### src/rtl/alu_pkg.sv
// rtl/alu_pkg.sv - flag bit positions and buffer occupancy encoding for the ALU writeback stage
package alu_pkg;

  localparam int FLAG_C = 3;
  localparam int FLAG_V = 2;
  localparam int FLAG_N = 1;
  localparam int FLAG_Z = 0;

  typedef enum logic [1:0] {
    OCC_EMPTY = 2'd0,
    OCC_ONE   = 2'd1,
    OCC_FULL  = 2'd2
  } occ_t;

  function automatic logic [1:0] occ_count(input occ_t s);
    case (s)
      OCC_ONE:  occ_count = 2'd1;
      OCC_FULL: occ_count = 2'd2;
      default:  occ_count = 2'd0;
    endcase
  endfunction

endpackage

### src/rtl/result_skid_buf.sv
// rtl/result_skid_buf.sv - two-entry in-order result buffer; in_ready comes only from registered state
module result_skid_buf
  import alu_pkg::*;
#(
  parameter int W           = 10,
  parameter int DEPTH_FIXED = 2
) (
  input  logic         clk,
  input  logic         rst_n,
  input  logic         in_valid,
  output logic         in_ready,
  input  logic [W-1:0] in_data,
  output logic         out_valid,
  input  logic         out_ready,
  output logic [W-1:0] out_data,
  output logic         push
);

  localparam logic [1:0] DEPTH_L = 2'(DEPTH_FIXED);

  occ_t         state;
  occ_t         state_nxt;
  logic [W-1:0] ent0;
  logic [W-1:0] ent1;
  logic         rdy_q;
  logic         pop;

  always_comb begin
    push      = in_valid & rdy_q;
    pop       = (state != OCC_EMPTY) & out_ready;
    state_nxt = state;
    case (state)
      OCC_EMPTY: if (push) state_nxt = OCC_ONE;
      OCC_ONE: begin
        if (push && !pop)      state_nxt = OCC_FULL;
        else if (!push && pop) state_nxt = OCC_EMPTY;
      end
      OCC_FULL:  if (pop) state_nxt = OCC_ONE;
      default:   state_nxt = OCC_EMPTY;
    endcase
  end

  // rdy_q is held low through reset so in_ready only rises on the first edge after release
  always_ff @(posedge clk or negedge rst_n) begin
    if (!rst_n) begin
      state <= OCC_EMPTY;
      ent0  <= '0;
      ent1  <= '0;
      rdy_q <= 1'b0;
    end else begin
      state <= state_nxt;
      rdy_q <= (occ_count(state_nxt) < DEPTH_L);
      case (state)
        OCC_EMPTY: if (push) ent0 <= in_data;
        OCC_ONE: begin
          if (push && pop) ent0 <= in_data;
          else if (push)   ent1 <= in_data;
        end
        OCC_FULL:  if (pop) ent0 <= ent1;
        default: ;
      endcase
    end
  end

  assign in_ready  = rdy_q;
  assign out_valid = (state != OCC_EMPTY);
  assign out_data  = (state == OCC_EMPTY) ? '0 : ent0;

endmodule

### src/rtl/alu_writeback_stage.sv
// rtl/alu_writeback_stage.sv - ALU result writeback buffer and flags register; ALU_WB_STICKY_V_EN makes V sticky
module alu_writeback_stage
  import alu_pkg::*;
#(
  parameter int DEST_W      = 2,
  parameter int DEPTH_FIXED = 2
) (
  input  logic              clk,
  input  logic              rst_n,
  input  logic              in_valid,
  output logic              in_ready,
  input  logic [7:0]        in_sum,
  input  logic              in_cout,
  input  logic              in_overflow,
  input  logic              in_no,
  input  logic              in_zo,
  input  logic [DEST_W-1:0] in_dest,
  input  logic              in_flag_we,
  output logic              out_valid,
  input  logic              out_ready,
  output logic [7:0]        out_data,
  output logic [DEST_W-1:0] out_dest,
  output logic [3:0]        flags,
  input  logic              flag_clr
);

  localparam int W = 8 + DEST_W;

  logic [W-1:0] buf_out;
  logic         push;
  logic         v_next;

  result_skid_buf #(
    .W           (W),
    .DEPTH_FIXED (DEPTH_FIXED)
  ) u_buf (
    .clk       (clk),
    .rst_n     (rst_n),
    .in_valid  (in_valid),
    .in_ready  (in_ready),
    .in_data   ({in_dest, in_sum}),
    .out_valid (out_valid),
    .out_ready (out_ready),
    .out_data  (buf_out),
    .push      (push)
  );

  assign out_data = buf_out[7:0];
  assign out_dest = buf_out[W-1:8];

`ifdef ALU_WB_STICKY_V_EN
  assign v_next = flags[FLAG_V] | in_overflow;
`else
  assign v_next = in_overflow;
`endif

  // flags follow acceptance, not drain, so they update even while the buffer is backed up
  always_ff @(posedge clk or negedge rst_n) begin
    if (!rst_n) begin
      flags <= '0;
    end else if (flag_clr) begin
      flags <= '0;
    end else if (push && in_flag_we) begin
      flags[FLAG_C] <= in_cout;
      flags[FLAG_V] <= v_next;
      flags[FLAG_N] <= in_no;
      flags[FLAG_Z] <= in_zo;
    end
  end

endmodule

### config.mk
export PLATFORM = sky130hd
export DESIGN_NAME = alu_writeback_stage
export DESIGN_NICKNAME = d
export VERILOG_FILES = /design/src/rtl/alu_pkg.sv /design/src/rtl/result_skid_buf.sv /design/src/rtl/alu_writeback_stage.sv
export SDC_FILE = /design/constraint.sdc
export NUM_CORES = 1
export LEC_CHECK = 0
export CORE_UTILIZATION = 35
export CTS_CLUSTER_SIZE = 14
export DETAILED_ROUTE_END_ITERATION = 8
export PLACE_DENSITY = 0.61
export RECOVER_POWER = 50
export SLEW_MARGIN = 20
export SYNTH_ARGS = -nofsm -noshare
export SYNTH_HDL_FRONTEND = slang
export SYNTH_SLANG_ARGS = --single-unit
### constraint.sdc
create_clock -name clk -period 1.8 [get_ports clk]
set_input_delay 0.27 -clock clk [delete_from_list [all_inputs] [get_ports clk]]
set_output_delay 0.27 -clock clk [all_outputs]
set_load 0.005 [all_outputs]
; ---- Yosys cells after proc, flatten, opt, wreduce, memory -nomap -nowiden
; Index checks and enable logic that the tools add are counted.
[totals]
regBits = 27
input_bits = 20
output_inout_bits = 16
word_cells = 41
[classes]
n_lt_le_gt_ge = 1
n_eq_ne = 7
muxes = 13
bitwise = 3
n_reduce_logical = 12
[op_table]
columns = cell, n
row1 = 10-bit two-way mux, 4
row2 = 10-bit case mux with 3 select lines, 1
row3 = 2-bit two-way mux, 4
row4 = 4-bit two-way mux, 2
row5 = 2-bit case mux with 3 select lines, 1
row6 = 2-bit by 1-bit equality test with 1-bit output (second input constant), 2
row7 = 2-bit equality test (second input constant), 2
row8 = 1-bit logical AND, 4
row9 = 2-bit by 1-bit inequality test with 1-bit output (second input constant), 2
row10 = 2-bit case mux with 2 select lines, 1
row11 = 4-bit AND reduction, 1
row12 = 2-bit nonzero test, 2
row13 = 3-bit AND reduction, 1
row14 = 3-bit nonzero test, 1
row15 = 1-bit bitwise AND, 2
row16 = 1-bit logical NOT, 2
row17 = 2-bit logical NOT, 1
row18 = 2-bit less-than comparator (second input constant), 1
row19 = 2-bit inequality test (second input constant), 1
row20 = 1-bit inverter, 1

; ---- Longest topological paths before layout
; Gate-level depths: netlist of the first run.
[logic_depth]
word_depth = 9
mapped_depth = 4
mapped_depth_nobuf = 3

; ---- Hierarchy
; Synthesis of the first run repeated with hierarchy kept, for this count alone.
[unflattened]
cells_unflattened = 101
area_unflattened_um2 = 1305.0
[by_module_without_submodules]
columns = module, instances, cells_each, area_each_um2, seq_area_each_um2
row1 = result_skid_buf, 1, 83, 1108.6, 575.6
row2 = alu_writeback_stage, 1, 18, 196.4, 100.1

; ---- Least setup slack after synthesis of the first run
; OpenSTA, ideal clock, no wires.
[synth_timing]
path_type = register to register
from = reg u_buf.state[1]
to = reg u_buf.ent0[0]
setup_time_ps = 125
t_arrival_ps = 1314
required_ps = 1675
setup_slack_ps = 361
path_stages_with_launch = 4
path_buffers = 0
period_less_slack_ps = 1439
path_cell_list = dfrtp_1 > or2_4 > o211ai_4 > mux2_2
[synth_between]
elab_chain_cells = 5
[synth_rtl]
columns = element, line
row1 = start: declaration, result_skid_buf.sv:21  ; occ_t state;
row2 = start signal: assignment, result_skid_buf.sv:51  ; state <= state_nxt;
row3 = 2-bit nonzero test, result_skid_buf.sv:30  ; pop = (state != OCC_EMPTY) & out_ready;
row4 = 1-bit bitwise AND, result_skid_buf.sv:30
row5 = 1-bit logical AND, result_skid_buf.sv:56  ; if (push && pop) ent0 <= in_data;
row6 = 2-bit by 1-bit inequality test with 1-bit output (no line), --
row7 = 4-bit AND reduction (no line), --
row8 = end signal: assignment, result_skid_buf.sv:54  ; OCC_EMPTY: if (push) ent0 <= in_data;
row9 = end signal: assignment, result_skid_buf.sv:56
row10 = end signal: assignment, result_skid_buf.sv:59  ; OCC_FULL: if (pop) ent0 <= ent1;
row11 = end: declaration, result_skid_buf.sv:23  ; logic [W-1:0] ent0;
; Parallel ways exist; a longest one is shown, timed or not.
; A chain may end at the register's enable or synchronous reset.

; ---- Final worst setup path of the first run
[layout_timing]
from = reg u_buf.state[0]
to = reg u_buf.ent0[5]
; The elaborated chain is that of the path after synthesis.

==> results of run 1 <==
per-layer routing:
layer,global-route usage (%),part of all wire (%),up-vias
met5,0,0,-
met4,4.36,1.2,0
li1,-,-,431
met3,4.23,4.2,4
met2,25.4,50,21
met1,18.0,44,445
worst max-delay path, delay by kind of cell (launching register included):
kind | cells | cell delay [ns]
buffers and inverters | 2 | 0.35
multiplexers | 1 | 0.32
flip-flops | 1 | 0.44
AND/OR/NAND/NOR | 1 | 0.27
AO/OA/AOI/OAI | 1 | 0.25
metrics by stage:
stage / setup slack (ns) / TNS (ns) / area (µm²) / power [mW] / cells
6_report: 0.0698 / 0 / 1780 / 2.36 / 189
5_1_grt: 0.000949 / 0 / 1780 / 2.54 / 189
4_1_cts: -0.0483 / -0.131 / 1800 / 2.38 / 189
3_5_place_dp: -0.0538 / -0.615 / 1720 / 2.05 / 178
3_3_place_gp: -0.000640 / -0.000640 / 1720 / 2.02 / 178
2_1_floorplan: 0.361 / 0 / 1270 / 1.54 / 93
how the worst max path moves through the flow:
| stage | start | end | slack, ns | depth (start not counted) |
|---|---|---|---|---|
| 3_5_place_dp | out_ready | u_buf.ent1[7] | -0.05 | 5 |
| 4_1_cts | u_buf.state[1] | out_data[7] | -0.05 | 4 |
| 3_3_place_gp | in_valid | u_buf.ent1[2] | -0.0006 | 5 |
| 5_1_grt | u_buf.state[0] | out_dest[0] | 0.0009 | 4 |
| 6_report | u_buf.state[0] | u_buf.ent0[5] | 0.07 | 5 |
| 2_1_floorplan | u_buf.state[1] | u_buf.ent0[0] | 0.36 | 3 |
Yosys cell counts:
master / n
sky130_fd_sc_hd__or2_4: 1
sky130_fd_sc_hd__buf_2: 1
sky130_fd_sc_hd__mux2_2: 30
sky130_fd_sc_hd__o221ai_1: 1
sky130_fd_sc_hd__mux2i_1: 5
sky130_fd_sc_hd__clkbuf_1: 1
sky130_fd_sc_hd__nand4b_1: 2
sky130_fd_sc_hd__nand2_1: 1
sky130_fd_sc_hd__nor3b_1: 1
sky130_fd_sc_hd__buf_4: 1
sky130_fd_sc_hd__nand2b_1: 1
sky130_fd_sc_hd__nand3_1: 1
sky130_fd_sc_hd__and2_1: 10
sky130_fd_sc_hd__nor2b_1: 2
sky130_fd_sc_hd__inv_1: 1
sky130_fd_sc_hd__dfrtp_1: 27
sky130_fd_sc_hd__a21o_1: 1
sky130_fd_sc_hd__nand3b_1: 1
sky130_fd_sc_hd__nor2_1: 4
sky130_fd_sc_hd__o211ai_4: 1
layout by cell type, fill, tap and decap left out, types with 3 or more instances in the layout:
cell type,instances
sky130_fd_sc_hd__clkdlybuf4s50_1,23
sky130_fd_sc_hd__and2_1,9
sky130_fd_sc_hd__clkbuf_4,3
sky130_fd_sc_hd__mux2i_1,5
sky130_fd_sc_hd__clkbuf_2,8
sky130_fd_sc_hd__mux2_2,29
sky130_fd_sc_hd__nor2_1,4
sky130_fd_sc_hd__buf_4,6
sky130_fd_sc_hd__dfrtp_1,27
state kept, by name (all words and copies together) (netlist names):
signal	flops
flags	4
u_buf.ent0	10
u_buf.ent1	10
u_buf.in_ready	1
u_buf.state	2
cells by family (layout without fill, tap and decap cells):
logic type      count (synthesis)  count (layout)  synth area share (%)
flops                          27              27                  53.3
buf+inv                         4              53                  1.58
mux                            35              35                  30.6
simple gates                   24              25                  11.5
compound gates                  3               3                  2.96
power groups by stage:
stage               clock network, mW  registers [mW]  logic, mW
floorplan                           0           0.963      0.580
global placement                    0           0.987       1.03
detailed placement                  0           0.996       1.06
CTS                             0.270           0.976       1.13
global route                    0.297            1.02       1.22
finish                          0.256           0.978       1.13
layout make-up:
type                       instances  share of cell area [%]
multi-input combinational         63                    32.9
clock buffer                       3                    1.26
sequential                        27                    37.9
inverter                           1                   0.210
timing repair buffer              48                    24.3
tap                               46                    3.23
clock inverter                     1                   0.281
timing repair:
item	CTS	global route
pin swaps	2	2
gates cloned	1	1
setup endpoints to repair	11	14
resized for setup	23	11
hold buffers	0	0
buffers inserted	6	0
==> impl_summary.md, run 1 <==
Status
The run finished with clean final reports.

Power
The analysis attributes to cell leakage a power of 0.792 nW. The peak supply drop is 0.775 mV. In this run switching power makes up 29.5% of total power. The power density over the cells is 1320 nW/µm². Summed over all nets, the switching power comes to 0.696 mW. The internal power is 1.67 mW. The register share of total power is roughly two fifths. The proportion of power drawn by combinational gates is 47.7%. The relative contribution of the clock network to total power is 10.8%.

Floorplan
The floorplan has 21 rows. The die width is 62.2 µm. 36 I/O pins were placed. The height of the die is 62.2 µm. For this configuration, the core starts out at a cell density of 37.4%.

In this run the standard cell core region covers 3390 µm². The area enclosed by the die boundary is ~3900 µm².

Cells and area
The core occupancy in the finished layout is between 50 and 60%. In the final layout, flip-flops and latches occupy 676 µm². The net total in the final layout is 164.

Compared with the post-synthesis result, the final layout area differs by 40.8%. Summing all multi-input logic gate instances after layout gives 587 µm². The layout has 304 filler cells.

The repair_antennas step left the layout with diodes totalling 0. In the final layout, the share of cells above drive strength 1 is 39.9%.

Worst setup path
The cell count of the worst reg-to-reg path is 5. STA puts the critical path data required time at ~2.0 ns. The capturing element type of the critical path is a register. Walking the worst path, the cells encountered are or2_4, buf_4, o211ai_4, clkbuf_16, mux2_2.

The highest-delay cell along the critical path is sky130_fd_sc_hd__dfrtp_1. The arrival time at the worst endpoint is 1.96 ns. The setup check on the worst reg-to-reg path leaves a slack of 0.07 ns. STA classifies the critical path startpoint as a register. By startpoint and endpoint, the worst setup path is classified as reg2reg. The biggest cell delay along the critical path is 0.44 ns. The destination of the worst register-to-register timing path is u_buf.ent0[5].

Along the worst path, the maximum fanout reaches 5. The startpoint identified for the worst register-to-register timing path is u_buf.state[0].

STA
The number of setup violations in the final report is 0. The number of hold violations in the final report came to 0. Dividing the final minimum period by the clock period gives 96.1%.

Final hold analysis gives a worst-case slack of roughly 0.48 ns. At the pin with the least slew margin, the transition time is 0.655 ns. Setup repair after global routing left no endpoint under its margin. Headroom to the max-slew limit came out at 56.4%.

The setup skew after layout is ~0.017 ns. The max-slew violation count is 0. The clock period could shrink to 1.73 ns. The highest achievable clock rate is 578 MHz.

Global routing
Global routing finished with a remaining overflow of 0. The global-route wire length before repair is between 4000 and 5000 µm. The initial antenna violation count is 0.

The maximum number of pins on one net before global-route repair is 28. The total global-route track usage is 14.8%. The number of global-route vias before repair came to 968.

Job
Max-cap violations in this run came to 0.

Yosys
The cell type with the highest aggregate area in the netlist is sky130_fd_sc_hd__dfrtp_1. The cell count after synthesis is 93. Ranked by total cell area, the synthesized netlist is headed by sky130_fd_sc_hd__dfrtp_1, sky130_fd_sc_hd__mux2_2, sky130_fd_sc_hd__and2_1. Each instance of the synthesized netlist takes up on average between 10 and 15 µm².

The number of nets in the synthesized netlist is 113. The count of yosys warnings during synthesis is 0. The post-synthesis sequential area ratio is 53.3%. The post-synthesis instance area is between 1000 and 1500 µm². The area share of the largest cell type after synthesis is 53.3%. The synthesized netlist contains 20 unique library cells. The flip-flop and latch count after synthesis is 27.

Route
After detailed routing, the total wire length is 2620 µm. The detail route stage leaves a number of antenna-violating nets equal to 0. In the routed design, unresolved DRC markers number 0. The routed length per placed instance is 13.9 µm.

The first detailed-routing pass ran for 4 iterations. The number of vias per cell after detailed routing is 4.77. The number of DRC markers in iteration 0 is 16. Summing over every cut layer, the via total after detailed routing is 901.

Clock network
The number of buffers created by CTS is 3. The maximum buffer depth of the clock tree is 2. The H-tree level count is 1. TritonCTS built the clock tree. After clock tree synthesis, the clock-pin slew on the worst setup and hold paths is approximately 0.15 ns. The clock reaches the later pin of the worst-skew pair after about 0.33 ns. The cell sitting at the root of the clock tree is a sky130_fd_sc_hd__clkbuf_4. For this design, the sink count on the clock tree is 27.

Placement
At the end of routability-driven placement, the weighted congestion stood at 0.696. Once detailed placement completed, the half-perimeter wirelength came to 1780 µm. The number of I/O port buffers is 35.

Hold path
The class of the worst hold path is in2async.
(Power assumes the default switching activity.)
==> run 2: changes to the inputs <==
--- a/config.mk
+++ b/config.mk
@@ -5,10 +5,11 @@
 export SDC_FILE = /design/constraint.sdc
 export NUM_CORES = 1
 export LEC_CHECK = 0
+export CORE_ASPECT_RATIO = 1.1
 export CORE_UTILIZATION = 35
 export CTS_CLUSTER_SIZE = 14
 export DETAILED_ROUTE_END_ITERATION = 8
-export PLACE_DENSITY = 0.61
+export PLACE_DENSITY = 0.65
 export RECOVER_POWER = 50
 export SLEW_MARGIN = 20
 export SYNTH_ARGS = -nofsm -noshare
==> run 2 against run 1 <==
Effect of this change:
- flip-flop and latch count stayed put
- clock power is 4% higher
- setup slack worse by 0.022 ns
- critical path type unchanged
- largest cell class unchanged
- largest power group unchanged
==> impl_summary.md, run 2 (same netlist as run 1, synthesis figures left out) <==
Hold path
The class of the worst hold path is in2async (unchanged).

Floorplan
The die width is 59.4 µm (was 62.2 µm). The number of placement rows is 22 (was 21). The I/O pin count is 36 (unchanged). The initial standard-cell utilization of the core was 37.4% (about the same). The height of the die is 65.1 µm (was 62.2 µm). The area enclosed by the die boundary is 3870 µm² (about the same).

The core area is 3390 µm² (about the same).

STA
The max-slew violation count is 0 (unchanged). The number of hold violations in the final report came to 0 (unchanged). The pin slew with the least headroom to its limit is 0.691 ns (was 0.655 ns). The worst slew margin relative to its limit came to 53.9% (was 56.4%). Setup repair after global routing missed its margin: no (unchanged). The worst slack on hold paths is 0.492 ns (was 0.478 ns). The minimum clock period is 1.75 ns (was 1.73 ns). The highest achievable clock rate was 571 MHz (was 578 MHz). The number of setup violations in the final report is 0 (unchanged). The final worst-path cycle share is 97.3% (was 96.1%).

The setup skew after layout came to 0.00354 ns (was 0.0173 ns).

Worst setup path
The cell count of the worst reg-to-reg path is 6 (was 5). The maximum fanout along the worst path is 10 (was 5). The launch instance of the worst register-to-register path is u_buf.state[1] (was u_buf.state[0]). The required time of the critical path came to 2.02 ns (was 2.03 ns).

The startpoint of the worst setup timing path is u_buf.state[1] (was u_buf.state[0]). The capturing element type of the critical path is a register (unchanged). The setup slack of the most critical reg-to-reg path came to 0.05 ns (was 0.07 ns). The destination of the worst register-to-register timing path was u_buf.ent0[8] (was u_buf.ent0[5]).

The nature of the critical path startpoint is a register (unchanged). The arrival time at the worst endpoint is 1.98 ns (was 1.96 ns). The worst setup path category is reg2reg (unchanged).

Placement
The area after detailed placement was 1730 µm² (was 1720 µm²). The count of placed standard cells including taps was 181 (was 178). The routability congestion estimate from global placement is 0.747 (was 0.696). The number of I/O port buffers is 35 (unchanged). The post-detailed-placement half-perimeter wirelength came to 1890 µm (was 1780 µm).

Global routing
The initial antenna violation count was 0 (unchanged). The global-route wire length before repair was 4600 µm (was 4470 µm). The remaining global-route overflow is 0 (unchanged).

The maximum number of pins on one net before global-route repair was 28 (unchanged). The total global-route track usage is 16.0% (was 14.8%). The number of global-route vias before repair is 975 (was 968).

Clock network
The clock-pin slew reported for the worst setup and hold paths after clock tree synthesis is 0.15 ns (about the same). The cell at the root of the clock tree is sky130_fd_sc_hd__clkbuf_4 (unchanged). The H-tree level count is 1 (unchanged). The number of buffers created by CTS was 3 (unchanged). The clock tree from TritonCTS is done (unchanged). The later-pin clock latency in the skew report is 0.32 ns (was 0.33 ns). The maximum buffer depth of the clock tree is 2 (unchanged). The clock sink count is 27 (unchanged).

Route
The routed length per placed instance was 14.5 µm (was 13.9 µm). The number of remaining DRC errors is 0 (unchanged). The routed via count is 874 (was 901). The aggregate routed wire length is 2760 µm (was 2620 µm). The number of vias per cell after detailed routing is 4.58 (was 4.77). The iteration count of the initial detailed-routing pass is 4 (unchanged). The remaining number of nets flagged by the antenna check after routing is 0 (unchanged).

The number of DRC markers in iteration 0 is 33 (was 16).

Cells and area
The net total in the final layout came to 164 (unchanged). Leading cell types in the layout, fill and taps excluded: sky130_fd_sc_hd__mux2_2, sky130_fd_sc_hd__dfrtp_1, sky130_fd_sc_hd__clkdlybuf4s50_1, sky130_fd_sc_hd__and2_1, sky130_fd_sc_hd__clkbuf_2 (unchanged). The commonest non-fill, non-tap cell in the layout is sky130_fd_sc_hd__mux2_2 (unchanged). The antenna diode instance count is 0 (unchanged). The filler cell count in the final layout is 307 (was 304).

The area of all placed cells without fillers came to 1770 µm² (was 1780 µm²). The core occupancy in the finished layout is 52.3% (was 52.6%). The synthesis-to-layout area growth is 39.6% (was 40.8%).

The layout cell share with drive strength beyond 1 is 38.5% (was 39.9%). Regs by FF count: u_buf.ent0: 10 flops, u_buf.ent1: 10 flops, flags: 4 flops (unchanged). The non-filler instance count after layout is 191 (was 189).

Power
The leakage power figure is 0.786 nW (was 0.792 nW). The power density over the cells is 1310 nW/µm² (was 1320 nW/µm²). The peak supply drop is 0.573 mV (was 0.775 mV).

Status
Status: finished, final reports clean (unchanged).

Job
The max-capacitance violation count was 0 (unchanged).
[run 2: cell count changes in the layout (fill, tap and decap cells not counted)]
cell / change
sky130_fd_sc_hd__buf_6: +1
sky130_fd_sc_hd__and2_4: -1
sky130_fd_sc_hd__clkdlybuf4s15_1: -1
sky130_fd_sc_hd__and2_1: +1
sky130_fd_sc_hd__mux2_4: -1
sky130_fd_sc_hd__dlygate4sd3_1: +1
sky130_fd_sc_hd__buf_2: -1
sky130_fd_sc_hd__clkdlybuf4s50_1: -1
sky130_fd_sc_hd__mux2_2: +1
sky130_fd_sc_hd__clkbuf_16: -1
sky130_fd_sc_hd__dlygate4sd2_1: +2
[run 2: layer usage]
layer / track usage (%) / share of wire, % / vias to the layer above
li1: - / - / 428
met1: 20.7 / 46 / 431
met2: 26.8 / 50 / 11
met3: 1.77 / 2.2 / 4
met4: 6.85 / 2.1 / 0
met5: 0 / 0 / -
[run 2: worst max path at each step]
| stage | end | slack [ns] | cells past startpoint |
|---|---|---|---|
| finish | u_buf.ent0[8] | 0.05 | 6 |
| global route | u_buf.ent0[8] | 0.002 | 6 |
| CTS | out_data[4] | -0.003 | 4 |
| detailed placement | u_buf.ent1[4] | -0.001 | 5 |
| global placement | u_buf.ent1[1] | 0.02 | 5 |
| floorplan | u_buf.ent0[0] | 0.36 | 3 |
[run 2: repair_timing]
action,CTS,global route
gates resized for setup,22,7
setup buffers,5,0
cloned,1,0
endpoints found under the setup margin,11,7
hold buffers,0,0
pin swaps,2,2
[run 2: stage by stage]
step	setup TNS [ns]	power [mW]	setup WS (ns)
global placement	0	2.02	0.0239
CTS	-0.00465	2.39	-0.00312
global route	0	2.49	0.00210
detailed placement	-0.00118	2.05	-0.00118
floorplan	0	1.54	0.361
finish	0	2.32	0.0480
[run 2: power breakdown]
group | internal, mW | switching, mW | leakage (nW)
Clock | 0.0833 | 0.184 | 0.0177
Combinational | 0.678 | 0.397 | 0.443
Sequential | 0.858 | 0.124 | 0.325
Total | 1.62 | 0.704 | 0.786
[run 2: layout make-up]
class | count | area, µm² | area share [%]
Tap cell | 48 | 60.1 | 3.39
Clock inverter | 1 | 5.00 | 0.283
Timing Repair Buffer | 48 | 422 | 23.8
Sequential cell | 27 | 676 | 38.2
Multi-Input combinational cell | 63 | 581 | 32.8
Clock buffer | 3 | 22.5 | 1.27
Inverter | 1 | 3.75 | 0.212
[run 2: critical path, stage by stage, from the launching register on]
cell and delay, ns:
sky130_fd_sc_hd__dfrtp_1 0.45, sky130_fd_sc_hd__or2_4 0.28, sky130_fd_sc_hd__buf_6 0.12, sky130_fd_sc_hd__buf_4 0.14, sky130_fd_sc_hd__o211ai_4 0.17, sky130_fd_sc_hd__buf_12 0.16, sky130_fd_sc_hd__mux2_2 0.34
==> run 3: changes to the inputs <==
--- a/config.mk
+++ b/config.mk
@@ -5,9 +5,8 @@
 export SDC_FILE = /design/constraint.sdc
 export NUM_CORES = 1
 export LEC_CHECK = 0
-export CORE_ASPECT_RATIO = 1.1
+export CORE_ASPECT_RATIO = 1.5
 export CORE_UTILIZATION = 35
-export CTS_CLUSTER_SIZE = 14
 export DETAILED_ROUTE_END_ITERATION = 8
 export PLACE_DENSITY = 0.65
 export RECOVER_POWER = 50
==> run 3 against run 2 <==
Effect of this change:
- global-route usage is 1.4 points lower
- sequential share of layout area is 0.27 points higher
- combinational power is 8% lower
- utilization is 0.83 points lower
- flip-flop and latch count stayed put
- final cell count is 5.8% lower
- routed wire length is 9.3% lower
- critical path depth is 4 lower
- clock power is 23% higher
- clock-buffer cell count is 1 higher
- first-iteration DRC count is 61% lower
- critical path type is now reg2out
- largest cell class unchanged
- largest power group is now registers
- highest routed layer unchanged
==> impl_summary.md, run 3 (same netlist as run 1, synthesis figures left out) <==
Floorplan
The core area was 3420 µm² (was 3390 µm²). The I/O pin count came to 36 (unchanged). The initial standard-cell utilization of the core is 37.1% (was 37.4%). The number of placement rows is 26 (was 22). The area enclosed by the die boundary is 3870 µm² (about the same). The height of the die is 75.7 µm (was 65.1 µm).

The die width was 51.1 µm (was 59.4 µm).

Global routing
The initial antenna violation count is 0 (unchanged). The global-route wire length before repair is 4130 µm (was 4600 µm). The remaining global-route overflow was 0 (unchanged). The total global-route track usage is 14.6% (was 16.0%).

The number of global-route vias before repair came to 922 (was 975). The maximum number of pins on one net before global-route repair is 28 (unchanged).

STA
The max-slew violation count is 0 (unchanged). The number of setup violations in the final report came to 0 (unchanged). The pin slew with the least headroom to its limit is 0.659 ns (was 0.691 ns). The final worst-path cycle share is 94.9% (was 97.3%).

The number of hold violations in the final report is 0 (unchanged). Setup repair after global routing missed its margin: no (unchanged). The setup skew after layout was 0.00292 ns (was 0.00354 ns). The worst slack on hold paths was 0.501 ns (was 0.492 ns). The minimum clock period is 1.71 ns (was 1.75 ns). The worst slew margin relative to its limit is 56.1% (was 53.9%). The highest achievable clock rate is 586 MHz (was 571 MHz).

Clock network
The maximum buffer depth of the clock tree came to 2 (unchanged). The clock sink count is 27 (unchanged). The clock-pin slew reported for the worst setup and hold paths after clock tree synthesis is 0.09 ns (was 0.15 ns).

The clock tree from TritonCTS is done (unchanged). The H-tree level count was 1 (unchanged). The later-pin clock latency in the skew report is 0.26 ns (was 0.32 ns).

The hold-fix buffer count after cts is 0 (unchanged). The number of buffers created by CTS came to 3 (unchanged). The cell at the root of the clock tree is sky130_fd_sc_hd__clkbuf_8 (was sky130_fd_sc_hd__clkbuf_4).

Placement
The post-detailed-placement half-perimeter wirelength was 1770 µm (was 1890 µm). The routability congestion estimate from global placement is 0.720 (was 0.747). The number of I/O port buffers came to 35 (unchanged). The area after detailed placement is 1720 µm² (was 1730 µm²).

Hold path
The worst hold path stage count is 1. The worst hold path begins at u_buf.ent0[5]. For hold timing, the worst endpoint is u_buf.ent0[5]. The class of the worst hold path is reg2reg (was in2async).

Worst setup path
The maximum fanout along the worst path is 12 (was 10). The worst setup path category is reg2out (was reg2reg). The highest-delay cell along the critical path is sky130_fd_sc_hd__clkdlybuf4s50_1 (was sky130_fd_sc_hd__dfrtp_1).

The launch instance of the worst register-to-register path was u_buf.state[1] (unchanged). The dominant delay contributor by cell family on the critical path is buffers and inverters (was flip-flops). The setup slack of the most critical reg-to-reg path came to 0.14 ns (was 0.05 ns).

The arrival time at the worst endpoint came to 1.44 ns (was 1.98 ns). The capturing element type of the critical path is an output port (was register). The count of buffer and inverter cells on the critical path is 1 (was 3). Sequence of cells on the critical path: or2_4, clkdlybuf4s50_1 (was or2_4, buf_6, buf_4, o211ai_4, buf_12, mux2_2). The cell count of the worst reg-to-reg path came to 5 (was 6).

The required time of the critical path came to 1.53 ns (was 2.02 ns). The destination of the worst register-to-register timing path is u_buf.ent0[4] (was u_buf.ent0[8]). The nature of the critical path startpoint was a register (unchanged).

The biggest cell delay along the critical path is 0.46 ns (was 0.45 ns).

Cells and area
The layout cell share with drive strength beyond 1 was 30.4% (was 38.5%). The synthesis-to-layout area growth is 38.6% (was 39.6%). The area of all placed cells without fillers is 1760 µm² (was 1770 µm²). The commonest non-fill, non-tap cell in the layout is sky130_fd_sc_hd__mux2_2 (unchanged). The antenna diode instance count is 0 (unchanged).

Regs by FF count: u_buf.ent0: 10 flops, u_buf.ent1: 10 flops, flags: 4 flops (unchanged). The net total in the final layout is 159 (was 164). Leading cell types in the layout, fill and taps excluded: sky130_fd_sc_hd__mux2_2, sky130_fd_sc_hd__dfrtp_1, sky130_fd_sc_hd__clkdlybuf4s50_1, sky130_fd_sc_hd__and2_1, sky130_fd_sc_hd__dlygate4sd2_1 (was sky130_fd_sc_hd__mux2_2, sky130_fd_sc_hd__dfrtp_1, sky130_fd_sc_hd__clkdlybuf4s50_1, sky130_fd_sc_hd__and2_1, sky130_fd_sc_hd__clkbuf_2).

Power
The peak supply drop is 0.822 mV (was 0.573 mV). The power density over the cells is 1310 nW/µm² (about the same). The leakage power figure is 0.783 nW (was 0.786 nW).

Route
The number of remaining DRC errors is 0 (unchanged). The number of vias per cell after detailed routing came to 4.84 (was 4.58). The iteration count of the initial detailed-routing pass came to 2 (was 4). The remaining number of nets flagged by the antenna check after routing is 0 (unchanged). The routed length per placed instance came to 13.9 µm (was 14.5 µm). The aggregate routed wire length is 2510 µm (was 2760 µm).

The number of DRC markers in iteration 0 is 13 (was 33). The routed via count was 872 (was 874).

Status
Status: finished, final reports clean (unchanged).

Job
The max-capacitance violation count is 0 (unchanged).
==> run 3: worst max path at each step <==
stage / start / end / slack [ns] / depth (start not counted)
2_1_floorplan: u_buf.state[1] / u_buf.ent0[0] / 0.36 / 3
3_5_place_dp: in_valid / u_buf.ent1[6] / -0.004 / 5
6_report: u_buf.state[1] / out_valid / 0.09 / 2
3_3_place_gp: in_valid / u_buf.ent1[5] / 0.01 / 5
5_1_grt: u_buf.state[1] / out_valid / 0.05 / 2
4_1_cts: u_buf.state[1] / out_valid / 0.1 / 2
==> run 3: worst reg2reg max path, stage by stage (launching register included) <==
cell and delay [ns]:
sky130_fd_sc_hd__dfrtp_1 0.39, sky130_fd_sc_hd__or2_4 0.32, sky130_fd_sc_hd__buf_4 0.17, sky130_fd_sc_hd__o211ai_4 0.18
sky130_fd_sc_hd__buf_12 0.16, sky130_fd_sc_hd__mux2_2 0.33
==> run 3: report_power, final <==
group / internal (mW) / leakage, nW / switching [mW] / total, mW
clock network: 0.158 / 0.0228 / 0.170 / 0.328
registers: 0.861 / 0.325 / 0.125 / 0.986
logic: 0.624 / 0.434 / 0.356 / 0.980
==> run 3: per-stage QoR <==
stage | setup slack [ns] | utilization, % | TNS (ns) | total power, mW | cells
6_report | 0.0923 | 51.4 | 0 | 2.29 | 180
4_1_cts | 0.0965 | 51.7 | 0 | 2.33 | 180
3_3_place_gp | 0.00987 | 50.3 | 0 | 2.02 | 174
3_5_place_dp | -0.00402 | 50.3 | -0.00826 | 2.04 | 174
2_1_floorplan | 0.361 | - | 0 | 1.54 | 93
5_1_grt | 0.0451 | 51.4 | 0 | 2.45 | 180
==> run 3: area by class of cell <==
type / instances / area, µm²
Tap cell: 42 / 52.6
Clock buffer: 4 / 45.0
Fill cell: 318 / 1660
Sequential cell: 27 / 676
Multi-Input combinational cell: 62 / 572
Inverter: 1 / 3.75
Timing Repair Buffer: 44 / 408
==> run 3: repair_timing <==
action	CTS	global route
setup buffers	2	0
gates resized for setup	10	0
setup endpoints to repair	10	0
==> run 3: layer usage <==
layer	GRT usage (%)	vias up	wire length [µm]
met4	5.56	0	24
li1	-	417	-
met5	0	-	0
met3	2.00	2	97
met1	16.1	427	1040
met2	28.1	26	1340
